File: config.mk
export PLATFORM = sky130hd
export DESIGN_NAME = pc_control
export DESIGN_NICKNAME = d
export VERILOG_FILES = /design/src/rtl/pc_control.sv
export SDC_FILE = /design/constraint.sdc
export NUM_CORES = 1
export LEC_CHECK = 0
export CAP_MARGIN = 20
export CORE_ASPECT_RATIO = 0.5
export CORE_MARGIN = 2
export CORE_UTILIZATION = 40
export CTS_CLUSTER_DIAMETER = 120
export CTS_CLUSTER_SIZE = 12
export DETAILED_ROUTE_END_ITERATION = 10
export PLACE_DENSITY = 0.74
export SLEW_MARGIN = 15
export SYNTH_ARGS = -nofsm -noshare
export SYNTH_HDL_FRONTEND = slang
export SYNTH_SLANG_ARGS = --single-unit
File: constraint.sdc
create_clock -name clk -period 4 [get_ports clk]
set_input_delay 0.8 -clock clk [delete_from_list [all_inputs] [get_ports clk]]
set_output_delay 0.8 -clock clk [all_outputs]
set_load 0.01 [all_outputs]
File: src/rtl/pc_control.sv
// pc_control: next-PC selection and IF/ID/EX pipeline steering for stalls, instruction-memory waits and redirects.
// State advances on the falling clock edge, in step with the program counter register.
module pc_control #(
    parameter logic [31:0] RESET_VECTOR = 32'h0000_0000,
    parameter int          STALL_CYCLES = 1
) (
    input  logic        clk,
    input  logic        reset,
    input  logic [31:0] PC_cur,
    input  logic        branch_taken,
    input  logic [31:0] branch_target,
    input  logic        jump,
    input  logic [31:0] jump_target,
    input  logic        load_use,
    input  logic        imem_ready,
    output logic [31:0] PC_next,
    output logic        hold,
    output logic        IF_ID_flush,
    output logic        IF_ID_hold,
    output logic        ID_EX_bubble,
    output logic [1:0]  state
);
    typedef enum logic [1:0] {RUN = 2'b00, STALL = 2'b01, WAIT = 2'b10, BAD = 2'b11} state_t;
    // The first bubble is issued from RUN, so STALL covers the remaining STALL_CYCLES-1
    localparam logic [1:0] STALL_INIT = 2'(STALL_CYCLES > 1 ? STALL_CYCLES - 2 : 0);
    state_t      st;
    logic [1:0]  stall_cnt;
    logic        pend_valid;
    logic [31:0] pend_target;
    logic        redirect;
    logic        capture;
    logic [31:0] seq_pc;
    logic [31:0] redir_pc;
    assign redirect = jump | branch_taken;
    assign seq_pc   = PC_cur + 32'd4;
    assign redir_pc = (jump ? jump_target : branch_target) & 32'hFFFF_FFFC;
    assign capture  = !imem_ready && redirect && !pend_valid;
    assign state    = st;
    always_comb begin
        PC_next      = PC_cur;
        hold         = 1'b0;
        IF_ID_flush  = 1'b0;
        IF_ID_hold   = 1'b0;
        ID_EX_bubble = 1'b0;
        if (reset) begin
            PC_next     = RESET_VECTOR;
            IF_ID_flush = 1'b1;
        end else if (st == STALL || load_use) begin
            hold         = 1'b1;
            IF_ID_hold   = 1'b1;
            ID_EX_bubble = 1'b1;
        end else if (!imem_ready) begin
            hold        = 1'b1;
            IF_ID_flush = 1'b1;
        end else if (st == WAIT) begin
            PC_next     = pend_valid ? pend_target : seq_pc;
            IF_ID_flush = pend_valid;
        end else begin
            PC_next     = redirect ? redir_pc : seq_pc;
            IF_ID_flush = redirect;
        end
    end
    always_ff @(negedge clk) begin
        if (reset) begin
            st          <= RUN;
            stall_cnt   <= 2'd0;
            pend_valid  <= 1'b0;
            pend_target <= 32'd0;
        end else begin
            case (st)
                RUN: begin
                    if (load_use) begin
                        if (STALL_CYCLES > 1) begin
                            st        <= STALL;
                            stall_cnt <= STALL_INIT;
                        end
                    end else if (!imem_ready) begin
                        st          <= WAIT;
                        pend_valid  <= redirect;
                        pend_target <= redir_pc;
                    end
                end
                STALL: begin
                    if (stall_cnt == 2'd0) st <= RUN;
                    else stall_cnt <= stall_cnt - 2'd1;
                end
                WAIT: begin
                    if (capture) begin
                        pend_valid  <= 1'b1;
                        pend_target <= redir_pc;
                    end else if (imem_ready && !load_use) begin
                        pend_valid <= 1'b0;
                        st         <= RUN;
                    end
                end
                default: st <= RUN;
            endcase
        end
    end
endmodule

After elaboration in Yosys (flattened, before gate mapping) --
Index checks and enable logic that the tools add are counted.
Cells by class: add/subtract/negate cells 2, bitwise gates (word level) 2, reductions and logical operators 14, mux-type cells 31, equality and inequality tests 9
Operators by type and width (count):
- $mux 32 | 10
- $pmux 32 s2 | 1
- $add 32x3->32 const B | 1
- $mux 1 | 13
- $mux 2 | 5
- $ne 2x2->1 const B | 4
- $reduce_and 4->1 | 2
- $pmux 2 s3 | 1
- $reduce_and 5->1 | 1
- $logic_not 2->1 | 2
- $ne 2x1->1 const B | 2
- $logic_and 1x1->1 | 3
- $logic_not 1->1 | 3
- $ne 3x2->1 const B | 1
- $eq 2x1->1 const B | 1
- $eq 2x2->1 const B | 1
- $pmux 1 s2 | 1
- $reduce_and 2->1 | 1
- $reduce_bool 2->1 | 1
- $sub 2x1->2 const B | 1
- $logic_or 1x1->1 | 1
- $not 1->1 | 1
- $or 1x1->1 | 1
Word-level totals: register bits 37, logic and storage cells 62, output and inout bits 38

Logic depth before layout (Yosys ltp) --
Gate-level depths: netlist of run 1.
depth after elaboration 6, mapped depth 8, gate-level depth less buffers 5

==> summary.md, run 1 <==
| Metric | Value |
|---|---|
| Status | `finished, violations left` |
| Failing checks | `setup timing` |
| Final Slew Violations | `0` |
| GR Layer Usage met3 | `0.0956` |
| Worst hold slack | `0.515 ns` |
| Final Total Pwr | `1.63 mW` |
| Setup Crit Path Kind | `reg -> out` |
| Tightest Pin Transition | `roughly 0.62 ns` |
| Final Net Count | `between 800 and 900` |
| GP Congestion | `about 0.92` |
| Prevailing post-synth register cell | `dfxtp_1` |
| Placed Cells | `about 800` |
| Clock skew | `just over 0.02 ns` |
| Final setup margin | `-0.767 ns` |
| Met2 Usage GRT | `0.584` |
| First-pass GRT wire length | `27200 µm` |
| # DRC | `0` |
| Die area | `roughly 0.0099 mm²` |
| Gr usage total | `0.340` |
| Seq/Total Area, Yosys | `0.177` |
| Post-synthesis to final-layout area growth | `86.8%` |
| Die Y | `slightly above 70 µm` |
| Worst reg-to-reg path cell count | `7` |
| Placement Cell Area | `between 0.005 and 0.006 mm²` |
| Post-Syn Area | `0.00362 mm²` |
| Worst flop-to-flop path endpoint | `pend_target[26]` |
| RSZ-0062 raised after global routing | `true` |
| Hold path start | `pend_target[31]` |
| Syn Nets | `about 600` |
| Placed wire-length estimate | `11600 µm` |
| Crit path arrival time | `just under 4 ns` |
| DR iter-0 viols | `482` |
| Slew HR | `0.577` |
| CTS Buf Count | `5` |
| Deepest clock path buffer count | `2` |
| Post-layout instance area | `slightly below 0.007 mm²` |
| Clk sinks | `32` |
| Power Dens Cells | `241 mW/mm²` |
| Setup Viol. Count Final | `34` |
| Ant diodes | `0` |
| Final Util | `0.773` |
| Finished Layout Cells | `approximately 850` |
| Hold depth | `2` |
| RR Startpoint | `state[1]` |
| Die width | `between 100 and 150 µm` |
| Register Area | `about 650 µm²` |
| CTS clk-pin slew, worst paths | `~0.030 ns` |
| Synth Instances | `around 490` |
| Final hold violations | `0` |
| Ys Warns | `0` |
| Clock Root Buffer | `clkbuf_16` |
| Unique masters post-synth | `slightly above 60` |
| Worst-path fanout max | `5` |
| Maximum vdd drop | `between 200 and 250 µV` |
| Largest net degree at the start of global routing | `38` |
| Sum of negative setup slack | `-22.04 ns` |
| Synth async-reset ratio | `0` |
| Core Footprint | `~0.009 mm²` |
| H-Tree Depth | `2` |
| LEAKAGE | `~2.7 nW` |
| Total grt overflow | `0` |
| Worst setup SP type | `flop` |
| Rows | `24` |
| CTS tree | `built` |
| Max-cap violations | `0` |
| Worst reg2reg setup slack | `2.32 ns` |
| Layout cells sized above 1 | `0.367` |
| Most used routing layer | `met2` |
| Vias post-DR | `around 5400` |
| CP startpoint | `state[1]` |
| DR vias/cell | `6.34` |
| Avg WL per Cell | `between 20 and 25 µm` |
| Filler cell count | `just over 600` |
| Hold_buf cts | `0` |
| Post-synth EDFFs | `0` |
| Worst hold path class | `reg -> reg` |
| Worst Setup End Kind | `primary output` |
| I/O pin cnt | `140` |
| Antenna violations before repair | `0` |
| Drt pass-1 iters | `5` |
| Multi-input gate area | `~0.0032 mm²` |
| Initial Utilization | `0.414` |
| Routed wire length | `around 18000 µm` |
| Number of global-route vias before repair | `between 5000 and 6000` |
| Met1 usage | `0.428` |
| Mean Syn Cell Area | `approximately 7.3 µm²` |
| Clock Latency Late Sink | `approximately 0.37 ns` |
| IO buf count | `around 130` |
| Hold endpoint | `pend_target[31]` |
| DRT antenna net count | `0` |
| Flops & latches, synth | `32` |
| Place WS | `-0.757 ns` |
| Worst Path Required | `between 3 and 4 ns` |
## what timing repair did
item,in CTS,in global routing
cloned,3,0
pin swaps,53,38
setup endpoints to repair,46,58
gates resized for setup,219,30
setup buffers,19,9
## final cells by class
class	instances	share of cell area
Multi-Input combinational cell	392	0.478
Timing Repair Buffer	252	0.356
Sequential cell	32	0.0959
Tap cell	117	0.0217
Clock inverter	35	0.0196
Clock buffer	5	0.0185
Inverter	19	0.0106
## worst max-delay path by stage
stage	end
floorplan	PC_next[20]
global placement	PC_next[13]
detailed placement	PC_next[10]
CTS	PC_next[13]
global route	PC_next[26]
finish	PC_next[13]
## registers in the layout (all words and copies together), names as in the netlist
| register | cells |
|---|---|
| pend_target | 30 |
| pend_valid | 1 |
| state | 1 |
## synthesized netlist by cell type, drive strengths merged (8+ instances only)
cell type | count | area (µm²)
a21oi | 50 | 250
nor3 | 46 | 230
clkbuf | 32 | 120
dfxtp | 32 | 641
nand2 | 24 | 90.1
nand3 | 21 | 105
inv | 20 | 75.1
nand3b | 19 | 143
mux2 | 18 | 203
buf | 17 | 93.8
o21ai | 16 | 80.1
a22oi | 13 | 97.6
nand4 | 12 | 90.1
a211oi | 11 | 82.6
mux2i | 9 | 90.1
nand2b | 9 | 56.3
nor2 | 9 | 33.8
o211ai | 9 | 67.6
nor4 | 8 | 50.1
o211a | 8 | 80.1
o311ai | 8 | 70.1
## layer usage
layer,vias up,routed length [µm]
li1,2452,-
met1,2570,7080
met2,325,8450
met3,54,1730
met4,0,361
met5,-,0
## cells by family (layout without fill, tap and decap cells)
family                     Yosys count  count (layout)  synth area share
muxes                               27              27            0.0809
AOI/OAI and AO/OA                  175             175             0.348
adders and majority gates            1               1           0.00346
buffers and inverters               69             311            0.0799
DFF                                 32              32             0.177
and+or+nand+nor                    188             188             0.309
other                                1               1           0.00104
## report_power, final
part           switching (mW)  internal, mW  leakage (nW)  total [mW]
clock network           0.275         0.269         0.243       0.544
registers              0.0229         0.348         0.265       0.371
logic                   0.340         0.376          2.23       0.716
total                   0.637         0.993          2.74        1.63
## cell usage in the layout (no fill, tap or decap), types with 6 or more instances in the layout
cell	n
clkdlybuf4s50_1	98
buf_4	79
inv_1	53
nor3_1	43
a21oi_1	39
buf_6	32
dfxtp_1	30
buf_2	26
nand2_1	21
nand3b_1	19
mux2_2	18
nand3_1	13
nand4_1	11
a22oi_2	11
a21oi_2	10
buf_12	10
mux2i_1	9
o211ai_1	9
nand2b_1	8
o211a_1	8
nand3_2	8
a211oi_1	7
nor4_1	7
nor2_1	6
a311oi_1	6
and4_1	6
o21a_1	6
o21ai_2	6
## critical path: stages (launching register included)
cell and delay [ns]:
dfxtp_4 0.36, buf_6 0.11, or4bb_1 0.49, a31oi_1 0.19, a311o_1 0.16, o211a_1 0.16, buf_2 0.13
(Power assumes the default switching activity.)
==> run 2, diff against run 1 <==
- CORE_MARGIN: 2 -> default
==> summary.md, run 2 (same netlist as run 1, synthesis figures left out) <==
| Metric | Value |
|---|---|
| Tightest Pin Transition | `0.489 ns` |
| Total grt overflow | `0` |
| Vias post-DR | `about 5400` |
| WP buf/inv | `2` |
| First-pass GRT wire length | `about 26000 µm` |
| Sum of negative setup slack | `-21.18 ns` |
| Power Dens Cells | `~250 mW/mm²` |
| Antenna violations before repair | `0` |
| Ant diodes | `0` |
| Final hold violations | `0` |
| Worst hold path class | `reg -> reg` |
| Crit path arrival time | `~4.0 ns` |
| LEAKAGE | `between 2 and 3 nW` |
| Slowest-stage cell, CP | `dfxtp_4` |
| Worst-path fanout max | `7` |
| Placed wire-length estimate | `between 10000 and 15000 µm` |
| Most common cell after layout, fill and taps aside | `clkdlybuf4s50_1` |
| Clock Root Buffer | `clkbuf_16` |
| Hold path start | `pend_target[31]` |
| Max-cap violations | `0` |
| RSZ-0062 raised after global routing | `true` |
| Clk sinks | `32` |
| # DRC | `0` |
| DRT antenna net count | `0` |
| GP Congestion | `roughly 0.96` |
| CTS tree | `built` |
| Hold_buf cts | `0` |
| Worst reg2reg setup slack | `2.32 ns` |
| Rows | `24` |
| Gr usage total | `0.352` |
| Final Slew Violations | `0` |
| Worst reg-to-reg path cell count | `7` |
| Placement Cell Area | `0.00576 mm²` |
| Initial Utilization | `0.414` |
| Worst flop-to-flop path endpoint | `pend_target[24]` |
| CTS Buf Count | `5` |
| Clock skew | `approximately 0.022 ns` |
| Worst Setup EP | `PC_next[12]` |
| Worst Setup End Kind | `primary output` |
| DR vias/cell | `approximately 6.4` |
| Post-synthesis to final-layout area growth | `81.4%` |
| Worst Path Required | `approximately 3.2 ns` |
| Final Net Count | `827` |
| CP startpoint | `state[1]` |
| Die width | `around 140 µm` |
| Worst setup SP type | `flop` |
| Crit path cell chain | `buf_6 > and2_4 > a221o_1 > o21a_1 > o221a_2 > buf_2` |
| Status | `finished, violations left` |
| Failing checks | `setup timing` |
| Setup Crit Path Kind | `reg -> out` |
| Core Footprint | `0.00874 mm²` |
| Most frequent cells in the layout | `99 x clkdlybuf4s50_1, 75 x buf_4, 51 x inv_1` |
| Drt pass-1 iters | `5` |
| H-Tree Depth | `2` |
| DR iter-0 viols | `a little under 500` |
| IO buf count | `134` |
| Clock Latency Late Sink | `between 0.3 and 0.4 ns` |
| Crit-path leading delay family | `compound AO/OA/AOI/OAI gates` |
| Die Y | `69.2 µm` |
| I/O pin cnt | `140` |
| Register bank with the most flops | `pend_target` |
| RR Startpoint | `state[1]` |
| Maximum vdd drop | `around 150 µV` |
| Worst path max stage delay | `0.36 ns` |
| Routed wire length | `~17000 µm` |
| Avg WL per Cell | `between 20 and 25 µm` |
| Largest net degree at the start of global routing | `39` |
| Deepest clock path buffer count | `2` |
| Largest register FFs | `30` |
| CTS clk-pin slew, worst paths | `0.03 ns` |
| Die area | `~0.0095 mm²` |
| Number of global-route vias before repair | `approximately 5300` |
| Final setup margin | `-0.748 ns` |
| Layout cells sized above 1 | `0.359` |
| Setup Viol. Count Final | `34` |
| Critical path depth | `6` |
| Slew HR | `0.664` |
| Post-layout instance area | `0.00656 mm²` |
[run 2: worst min-delay path by stage]
stage	to	slack, ns	depth (start not counted)
3_5_place_dp	pend_target[31]	0.50	2
2_1_floorplan	pend_target[25]	0.49	2
4_1_cts	pend_target[31]	0.51	2
3_3_place_gp	pend_target[26]	0.50	2
6_report	pend_target[31]	0.49	2
5_1_grt	pend_target[31]	0.52	2
[run 2: what timing repair did]
action	4_1_cts	5_1_grt
setup endpoints to repair	46	43
gates cloned	2	1
gates resized for setup	204	31
pin swaps	49	31
setup buffers	22	5
[run 2: power breakdown]
group,switching (mW),internal [mW]
Sequential,0.0223,0.348
Combinational,0.332,0.355
Clock,0.262,0.339
[run 2: final cells by class]
class,instances,area (µm²)
multi-input cells,393,3170
repair buffers,241,2230
fillers,658,2180
flip-flops and latches,32,648
clock inverters,35,165
well taps,117,146
clock buffers,5,125
inverters,19,71.3
[run 2: routing by layer]
metal,track usage,vias up,part of all wire
met3,0.0855,49,0.099
met1,0.441,2582,0.41
met4,0.142,0,0.023
met5,0,-,0
met2,0.575,340,0.46
li1,-,2421,-
[run 2: worst min-delay path, cell delays in order (launching register included)]
cell     delay, ns
dfxtp_1       0.30
a21oi_2       0.09
nor3_1        0.05
[run 2: per-stage QoR]
step / cells / hold slack, ns / power (mW) / worst slack, ns / util
finish: 842 / 0.494 / 1.66 / -0.748 / 0.751
global route: 842 / 0.524 / 1.74 / -0.786 / 0.751
CTS: 838 / 0.506 / 1.61 / -0.760 / 0.731
detailed placement: 775 / 0.504 / 1.00 / -0.755 / 0.660
global placement: 775 / 0.499 / 0.992 / -0.735 / 0.660
floorplan: 493 / 0.487 / 0.710 / -0.277 / -
==> run 3, diff against run 2 <==
- CTS_BUF_LIST: default -> sky130_fd_sc_hd__clkbuf_8
==> summary.md, run 3 (same netlist as run 1, synthesis figures left out) <==
| Metric | Value |
|---|---|
| Clock skew | `between 0.015 and 0.02 ns` |
| I/O pin cnt | `140` |
| Clock Root Buffer | `clkbuf_8` |
| Sum of negative setup slack | `-21.54 ns` |
| LEAKAGE | `~2.6 nW` |
| Die width | `~140 µm` |
| # DRC | `0` |
| DRT antenna net count | `0` |
| Antenna violations before repair | `0` |
| Total grt overflow | `0` |
| Worst hold path class | `reg -> reg` |
| Worst Setup End Kind | `primary output` |
| DR vias/cell | `6.43` |
| Layout cells sized above 1 | `0.357` |
| Register bank with the most flops | `pend_target` |
| Largest net degree at the start of global routing | `39` |
| Final hold violations | `0` |
| Tightest Pin Transition | `roughly 0.61 ns` |
| Highest metal used | `met4` |
| Gr usage total | `0.352` |
| Placed Cells | `between 700 and 800` |
| Failing checks | `setup timing` |
| Core Footprint | `approximately 0.0087 mm²` |
| Final Util | `0.743` |
| DR iter-0 viols | `around 520` |
| Max-cap violations | `0` |
| Setup Viol. Count Final | `34` |
| Clk sinks | `32` |
| CTS Buf Count | `5` |
| Deepest clock path buffer count | `2` |
| Largest register FFs | `30` |
| Hold_buf cts | `0` |
| Slowest-stage cell, CP | `or4bb_4` |
| Placed wire-length estimate | `around 11000 µm` |
| Worst path max stage delay | `~0.54 ns` |
| First-pass GRT wire length | `roughly 26000 µm` |
| Crit path cell chain | `buf_6 > or4bb_4 > a31oi_4 > a311o_1 > o211a_1 > buf_2` |
| Rows | `24` |
| Slew HR | `0.583` |
| Drt pass-1 iters | `5` |
| Routed wire length | `between 15000 and 20000 µm` |
| Ant diodes | `0` |
| Post-layout instance area | `roughly 0.0065 mm²` |
| Worst-path fanout max | `7` |
| Status | `finished, violations left` |
| Detail Route met2 WL | `7970 µm` |
| Final Slew Violations | `0` |
| H-Tree Depth | `2` |
| Most common cell after layout, fill and taps aside | `clkdlybuf4s50_1` |
| Met3 Wirelength | `approximately 1500 µm` |
| Met1 WL | `between 7000 and 8000 µm` |
| Die Y | `approximately 70 µm` |
| GP Congestion | `0.961` |
| Power Dens Cells | `235 mW/mm²` |
| RSZ-0062 raised after global routing | `true` |
| Initial Utilization | `0.414` |
| Clock Latency Late Sink | `about 0.37 ns` |
| CTS tree | `built` |
| Final Net Count | `slightly above 800` |
| Setup Crit Path Kind | `reg -> out` |
| Filler cell count | `just under 700` |
| Final setup margin | `-0.780 ns` |
| Vias post-DR | `approximately 5400` |
| Die area | `about 0.0095 mm²` |
| Worst Path Required | `between 3 and 4 ns` |
| Crit path arrival time | `3.98 ns` |
| Maximum vdd drop | `between 200 and 250 µV` |
| Avg WL per Cell | `~20 µm` |
| Number of global-route vias before repair | `roughly 5300` |
| Finished Layout Cells | `approximately 840` |
| Placement Cell Area | `0.00576 mm²` |
| Worst setup SP type | `flop` |
| CTS clk-pin slew, worst paths | `around 0.04 ns` |
| Post-synthesis to final-layout area growth | `79.4%` |
| Worst hold slack | `between 0.4 and 0.5 ns` |
| IO buf count | `134` |
| Most frequent cells in the layout | `99 x clkdlybuf4s50_1, 75 x buf_4, 51 x inv_1` |
==> run 3: cell type report <==
type / count / area (µm²) / area share
timing repair buffer: 238 / 2170 / 0.335
tap: 117 / 146 / 0.0226
sequential: 32 / 648 / 0.0999
multi-input combinational: 393 / 3220 / 0.496
inverter: 19 / 71.3 / 0.0110
clock buffer: 5 / 68.8 / 0.0106
clock inverter: 35 / 165 / 0.0254
==> run 3: final timing paths <==
kind / startpoint / endpoint / slack [ns] / cells after the start
max: state[1] / PC_next[13] / -0.78 / 6
max reg2reg: state[1] / pend_target[14] / 2.29 / 6
min reg2reg: pend_target[31] / pend_target[31] / 0.50 / 2
min: pend_target[31] / pend_target[31] / 0.50 / 2
==> run 3: power breakdown <==
part	leakage [nW]	switching [mW]	internal [mW]
logic	2.11	0.332	0.346
registers	0.265	0.0224	0.348
clock network	0.229	0.248	0.230
total	2.60	0.603	0.924
==> run 3: timing repair <==
action                     in CTS  in global routing
setup endpoints to repair      46                 40
buffers inserted               22                  4
pin swaps                      39                 29
gates cloned                    2                  1
resized for setup             198                 34
==> run 3: per-stage QoR <==
stage                     setup slack [ns]  power [mW]
after floorplan                     -0.277       0.710
after global placement              -0.735       0.992
after detailed placement            -0.755        1.00
after CTS                           -0.766        1.47
after global routing                -0.811        1.61
final                               -0.780        1.53
==> run 3: critical path: cells and delay by family, from the launching register on <==
kind | cells | cell delay (ns)
buffers and inverters | 2 | 0.26
AOI/OAI and AO/OA | 3 | 0.44
and+or+nand+nor | 1 | 0.54
DFF | 1 | 0.37
==> run 3: per-layer routing <==
metal,up-vias,GRT usage
li1,2411,-
met1,2591,0.452
met2,334,0.566
met3,59,0.0936
met4,0,0.119
met5,-,0
